--- src/rtl/shift_pkg.sv ---
// Shared types and helpers for the pipelined barrel shifter.
// Latency: n/a (declarations only).
// Backpressure: n/a.
package shift_pkg;

    typedef enum logic [1:0] {
        SHIFT_SLL = 2'b00,
        SHIFT_SRL = 2'b01,
        SHIFT_ROR = 2'b10,
        SHIFT_SRA = 2'b11
    } shift_op_e;

    // Barrel levels handled by each register stage: ceil(log2(width) / stages).
    function automatic int levels_per_stage(input int width, input int stages);
        return ($clog2(width) + stages - 1) / stages;
    endfunction

endpackage

--- src/rtl/shift_level.sv ---
// One barrel level: shifts or rotates right/left by 2**LEVEL when enabled.
// Latency: combinational.
// Backpressure: none; the owning pipeline stage holds its inputs.
module shift_level
    import shift_pkg::*;
#(
    parameter int WIDTH = 32,
    parameter int LEVEL = 0
) (
    input  logic [WIDTH-1:0] data,
    input  logic             enable,
    input  shift_op_e        op,
    input  logic             sign,
    output logic [WIDTH-1:0] result
);

    localparam int DIST = 1 << LEVEL;

    always_comb begin
        result = data;
        if (enable) begin
            case (op)
                SHIFT_SLL: result = data << DIST;
                SHIFT_SRL: result = data >> DIST;
                // sign comes from the original operand, not this level's MSB
                SHIFT_SRA: result = {{DIST{sign}}, data[WIDTH-1:DIST]};
                SHIFT_ROR: result = {data[DIST-1:0], data[WIDTH-1:DIST]};
                default:   result = data;
            endcase
        end
    end

endmodule

--- src/rtl/shift_pipe.sv ---
// Pipelined SLL/SRL/SRA/ROR shifter with barrel levels spread over STAGES registers.
// Latency: STAGES cycles from accepted input to out_valid; one op per cycle sustained.
// Backpressure: global stall; in_ready = !out_valid || out_ready, all stages hold when low.
module shift_pipe
    import shift_pkg::*;
#(
    parameter int WIDTH   = 32,
    parameter int STAGES  = 2,
    parameter int SHAMT_W = $clog2(WIDTH)
) (
    input  logic             clk,
    input  logic             reset,
    input  logic             in_valid,
    output logic             in_ready,
    input  logic [WIDTH-1:0] in_data,
    input  logic [WIDTH-1:0] in_shamt,
    input  logic [1:0]       in_op,
    output logic             out_valid,
    input  logic             out_ready,
    output logic [WIDTH-1:0] out_data
);

    localparam int NUM_LEVELS = SHAMT_W;
    localparam int PER_STAGE  = levels_per_stage(WIDTH, STAGES);

    logic en;
    assign en       = !out_valid || out_ready;
    assign in_ready = en;

    // Amount is taken mod WIDTH, so the high shamt bits are intentionally dropped.
    logic unused_shamt_hi;
    assign unused_shamt_hi = ^in_shamt[WIDTH-1:SHAMT_W];

    for (genvar k = 0; k < STAGES; k++) begin : g_stage
        logic [WIDTH-1:0]   src_dat;
        logic               src_vld;
        shift_op_e          src_op;
        logic               src_sign;
        logic [SHAMT_W-1:0] src_shamt;

        logic [WIDTH-1:0]   chain [PER_STAGE+1];

        logic [WIDTH-1:0]   q_dat;
        logic               q_vld;
        shift_op_e          q_op;
        logic               q_sign;
        logic [SHAMT_W-1:0] q_shamt;

        if (k == 0) begin : g_head
            assign src_dat   = in_data;
            assign src_vld   = in_valid;
            assign src_op    = shift_op_e'(in_op);
            assign src_sign  = in_data[WIDTH-1];
            assign src_shamt = in_shamt[SHAMT_W-1:0];
        end else begin : g_body
            assign src_dat   = g_stage[k-1].q_dat;
            assign src_vld   = g_stage[k-1].q_vld;
            assign src_op    = g_stage[k-1].q_op;
            assign src_sign  = g_stage[k-1].q_sign;
            assign src_shamt = g_stage[k-1].q_shamt;
        end

        assign chain[0] = src_dat;

        for (genvar j = 0; j < PER_STAGE; j++) begin : g_lvl
            localparam int LVL = k * PER_STAGE + j;
            if (LVL < NUM_LEVELS) begin : g_shift
                shift_level #(
                    .WIDTH (WIDTH),
                    .LEVEL (LVL)
                ) u_level (
                    .data   (chain[j]),
                    .enable (src_shamt[LVL]),
                    .op     (src_op),
                    .sign   (src_sign),
                    .result (chain[j+1])
                );
            end else begin : g_pass
                assign chain[j+1] = chain[j];
            end
        end

        // Each stage consumes only its own shamt bits; the tail stage's control fields go unread.
        logic unused_fields;
        assign unused_fields = ^{src_shamt, q_op, q_sign, q_shamt};

        always_ff @(posedge clk) begin
            if (reset) begin
                q_vld   <= 1'b0;
                q_dat   <= '0;
                q_op    <= SHIFT_SLL;
                q_sign  <= 1'b0;
                q_shamt <= '0;
            end else if (en) begin
                q_vld   <= src_vld;
                q_dat   <= chain[PER_STAGE];
                q_op    <= src_op;
                q_sign  <= src_sign;
                q_shamt <= src_shamt;
            end
        end
    end

    assign out_valid = g_stage[STAGES-1].q_vld;
    assign out_data  = g_stage[STAGES-1].q_dat;

endmodule
--- config.mk ---
export PLATFORM = sky130hd
export DESIGN_NAME = shift_pipe
export DESIGN_NICKNAME = d
export VERILOG_FILES = /design/src/rtl/shift_pkg.sv /design/src/rtl/shift_level.sv /design/src/rtl/shift_pipe.sv
export SDC_FILE = /design/constraint.sdc
export NUM_CORES = 1
export LEC_CHECK = 0
export CAP_MARGIN = 5
export CORE_AREA = 2 2 141 143
export DETAILED_ROUTE_END_ITERATION = 10
export DIE_AREA = 0 0 143 145
export PLACE_DENSITY = 0.58
export SYNTH_ARGS = -nofsm -noshare
export SYNTH_HDL_FRONTEND = slang
export SYNTH_SLANG_ARGS = --single-unit
--- constraint.sdc ---
create_clock -name clk -period 3.85 [get_ports clk]
set_input_delay 0.77 -clock clk [delete_from_list [all_inputs] [get_ports clk]]
set_output_delay 0.77 -clock clk [all_outputs]
set_load 0.01 [all_outputs]
---- After elaboration in Yosys (flattened, before gate mapping) ----
Cells that the tools add are included.
word-level totals
  register bits ........................... 74
  output and inout bits ................... 34
  bits of input ports ..................... 70
cells by class
  mux-type cells .......................... 10
  eq/ne operators ......................... 6
  reductions and logical operators ........ 4
operators by type and width
  operator                                              number
  one-hot mux 32 bit (4 select lines)                   5
  2-to-1 mux 32 bit                                     5
  equality test 2 bit (second input constant)           4
  equality test 2 x 1 -> 1 bit (second input constant)  2
  zero test 2 bit                                       2
  zero test 1 bit                                       1
  logical OR 1 bit                                      1

---- Logic depth before layout (Yosys ltp) ----
  word-level depth ........................ 7
  mapped depth ............................ 9
  mapped depth without buffers ............ 6

---- By module ----
From an unflattened synthesis, not the netlist that was laid out.
second synthesis, totals
  cells, all modules ...................... 993
  area total of the unflattened synthesis .. 7,400.8 µm²
modules (own cells, without submodules)
  module                                              area each (µm²)  seq. area each (µm²)  times used  cells each
  shift_pipe                                          3,584.7          1,421.4               1           322
  shift_level at g_stage[0].g_lvl[0].g_shift.u_level  848.3            0.0                   1           147
  shift_level at g_stage[0].g_lvl[1].g_shift.u_level  839.6            0.0                   1           146
  shift_level at g_stage[0].g_lvl[2].g_shift.u_level  827.0            0.0                   1           141
  shift_level at g_stage[1].g_lvl[0].g_shift.u_level  760.7            0.0                   1           129
  shift_level at g_stage[1].g_lvl[1].g_shift.u_level  540.5            0.0                   1           108

---- Least setup slack after synthesis ----
Ideal clock, no wire load.
  path kind ............................... input -> output
  start ................................... input out_ready
  end ..................................... output in_ready
  buffers on the path ..................... 4
  arrival ................................. 1.721 ns
  slack ................................... 1.359 ns
  stages .................................. 6
  cell sequence ........................... nor2b_1 clkbuf_1 inv_1 buf_2 buf_2 clkbuf_1
on the way
  longest elaborated chain between the ends .. 1
RTL lines
  element           RTL line          RTL
  start, declared   shift_pipe.sv:19  input logic out_ready,
  logical OR 1 bit  shift_pipe.sv:27  assign en = !out_valid || out_ready;
  end, declared     shift_pipe.sv:14  output logic in_ready,
No other way between the ends.

---- Final worst setup path ----
Same ends and word-level chain as after synthesis.

==> metrics.cfg <==
[worst_setup_path]
endpoint_kind = output pin
reg2regPathDepth = 6
path_buf_inv = 3
crit_top_cell = clkdlybuf4s50_1
slowest_stage = clkdlybuf4s50_1
crit_type = in -> out
cp.arrival_ps = 2260
critPathMaxStageDelay_ps = 620
crit_fanout = 18
cp_top_family = buffers and inverters
path_cells = clkdlybuf4s50_1 -> nor2b_4 -> inv_2 -> clkdlybuf4s50_1
cp.required_ps = 3080
cp_num_cells = 4
worstSetupStartpointType = input port

[die]
ios = 104
die_h_um = 145
die_area_sq_um = 20700
fp-row-count = 51
die_width_um = 143
core_sq_um = 19200
start_util_pct = 34.2

[final_layout]
regArea_sq_um = 1420
drive_gt1_share_pct = 9.24
antenna_cells = 0
post-route-util_pct = 40.8
multi_input_area_sq_um = 4610
fillCellCount = 2054
postLayoutCellArea_sq_um = 7830
fin_nets = 1039
area_growth_syn_to_layout_pct = 19.1

[clocking]
clk_latency_ps = 340
numCtsBuffers = 9
clock-root-buffer = clkbuf_16
postCtsSetupBuffers = 0
cts_hold_buf = 0
cts_resized = 0
cts_tree = done
cts.sinks = 71
clkSlewWorstSetupHoldPaths_ps = 60
htree_levels = 3
clockBufferDepth = 2

[synthesis]
netlist_instances = 946
synthAdderAreaFrac_pct = 0
syn_nets = 1016
netlist_area_sq_um = 6570
seq_area_frac_synth_pct = 21.6
ys_warn_count = 0
synthArstFlopShare_pct = 0
synthXorXnorAreaFrac_pct = 0
yosysUniqueCellTypes = 72
synth-edff-count = 0
ys_ff_latch = 71
yosys-mux-area-fraction_pct = 6.79
synth_top_family_by_area = compound AO/OA/AOI/OAI gates
synth_top_flop_cell = dfxtp_1
synth_compound_area_share_pct = 36.8
syn_area_per_cell_sq_um = 6.95
synthSimpleGateAreaFrac_pct = 26.4

[sta]
fin_setup_tns_ps = 0
skew_ps = 6.87
rsz0062_at_grt = no
period_minus_slack_ps = 3030
hold_viol = 0
slew_violations = 0
layout_setup_ws_ps = 816
worst_pin_slew_ps = 820
relSlewSlack_pct = 43.9
finalSetupViolations = 0
min_period_over_period_pct = 78.8
fmax_mhz = 330

[grt]
grt_pass1_vias = 6818
grt_pass1_wl_um = 39700
overflow = 0
antenna_found_initial = 0
grt_max_degree = 69
track_usage_pct = 24.0

[placement]
gp_congestion = 0.973
place_area_sq_um = 7470
place_ws_ps = 675
portBuffers = 76
dp.final_hpwl_um = 18700

[power_and_ir_drop]
irDropWorstVdd_v = 0.000188
powerDensity_nw_per_um2 = 345
total_leakage_power_nw = 2.83

[routing]
dr_total_vias = 7644
routed_wl_um = 25600
drtPass1Iterations = 7
ant_nets = 0
drc = 0
drt-initial-drc-count = 1079
wl_per_cell_um = 20.6
viasPerCell = 6.17

[flow_run]
max_cap_violations = 0

[outcome]
status = finished, final reports clean

[min_path]
worstHoldPathCells = 2
hold_class = reg -> reg

-- registers in the layout, indices dropped and copies added (netlist names) --
name,count
g_stage.q_dat,32
g_stage.q_op,2
g_stage.q_shamt,2
g_stage.q_sign,1
g_stage.q_vld,1
out_data,32
out_valid,1
-- cell families (layout without fill, tap and decap cells) --
logic type / count (synthesis) / after routing
AO/OA/AOI/OAI: 349 / 349
buffers and inverters: 118 / 146
AND/OR/NAND/NOR: 373 / 373
multiplexers: 35 / 35
flip-flops: 71 / 71
-- cell usage in the layout, fill, tap and decap left out, drive strengths merged, types with 4 or more instances in the layout --
master,n
clkbuf,11
nor2b,15
nand2,125
nor2,109
or3,5
inv,18
o211ai,15
o21ai,50
a21oi,63
o211a,4
and3,7
nor4,5
buf,37
a211oi,41
and2,7
o221ai,8
nand2b,16
mux4,7
o22ai,11
o21a,6
nor3,26
mux2,7
mux2i,21
a21o,16
nand3,28
a2111oi,12
dfxtp,71
or2,7
a221oi,7
clkinv,4
a31oi,55
clkdlybuf4s50,73
a311oi,33
or3b,15
-- tightest hold or removal path, stage by stage (launching register included) --
cell and delay (ps):
dfxtp_1 300, nand2_1 50, a21oi_1 50
-- through the flow --
step | instances | power [mW] | hold WS [ps]
after detailed placement | 1223 | 1.72 | 445
after global routing | 1239 | 2.83 | 468
after CTS | 1239 | 2.70 | 451
after floorplan | 946 | 1.40 | 427
final | 1239 | 2.70 | 447
after global placement | 1223 | 1.72 | 440
-- per-layer routing --
layer	wire (um)	GRT usage (%)	share of wire (%)	vias up
li1	-	-	-	3597
met1	11200	34.5	44	3555
met2	11500	37.0	45	430
met3	2000	3.37	7.8	62
met4	806	7.57	3.2	0
met5	0	0	0	-
-- area by class of cell --
| cell class | instances | share of cell area (%) |
|---|---|---|
| inverters | 20 | 0.959 |
| clock buffers | 11 | 3.23 |
| multi-input cells | 757 | 58.9 |
| well taps | 265 | 4.24 |
| repair buffers | 110 | 13.1 |
| flip-flops and latches | 71 | 18.2 |
| clock inverters | 5 | 1.33 |
-- final timing paths --
kind / startpoint / endpoint / slack [ps]
worst max-delay path: out_ready / in_ready / 820
worst min-delay path: out_data[20] / out_data[20] / 450
worst max register to register: out_valid / g_stage[0].q_dat[31] / 1580
worst min register to register: out_data[20] / out_data[20] / 450
-- synth_stat cells, drive strengths merged, types with 3 or more instances --
cell	count	area share, %
dfxtp	71	22
mux2i	21	3.2
and2	7	0.67
a32oi	3	0.40
a21boi	3	0.34
nor3	26	2.0
or2	7	0.67
inv	18	1.0
or3	5	0.48
nor3b	3	0.34
a221oi	7	0.93
o211a	4	0.61
clkbuf	49	2.8
buf	49	4.4
o221ai	8	1.1
or3b	15	2.1
nor2	109	6.3
nor4	5	0.48
o211ai	15	1.7
mux4	7	2.4
a21oi	63	4.9
a211oi	41	4.8
nand2	125	7.1
o21a	6	0.69
nor2b	15	1.4
a311oi	33	4.6
a31oi	55	5.4
a2111oi	12	1.7
o22ai	11	1.0
nand3	28	2.1
mux2	7	1.2
o21ai	50	3.8
a21o	16	1.8
nand2b	16	1.5
and3	7	0.67
-- where the power goes --
part | internal, mW | total, mW | switching, mW
Sequential | 0.806 | 0.882 | 0.0758
Clock | 0.668 | 0.976 | 0.308
Combinational | 0.346 | 0.842 | 0.496
Power figures use the tool's default switching activity.
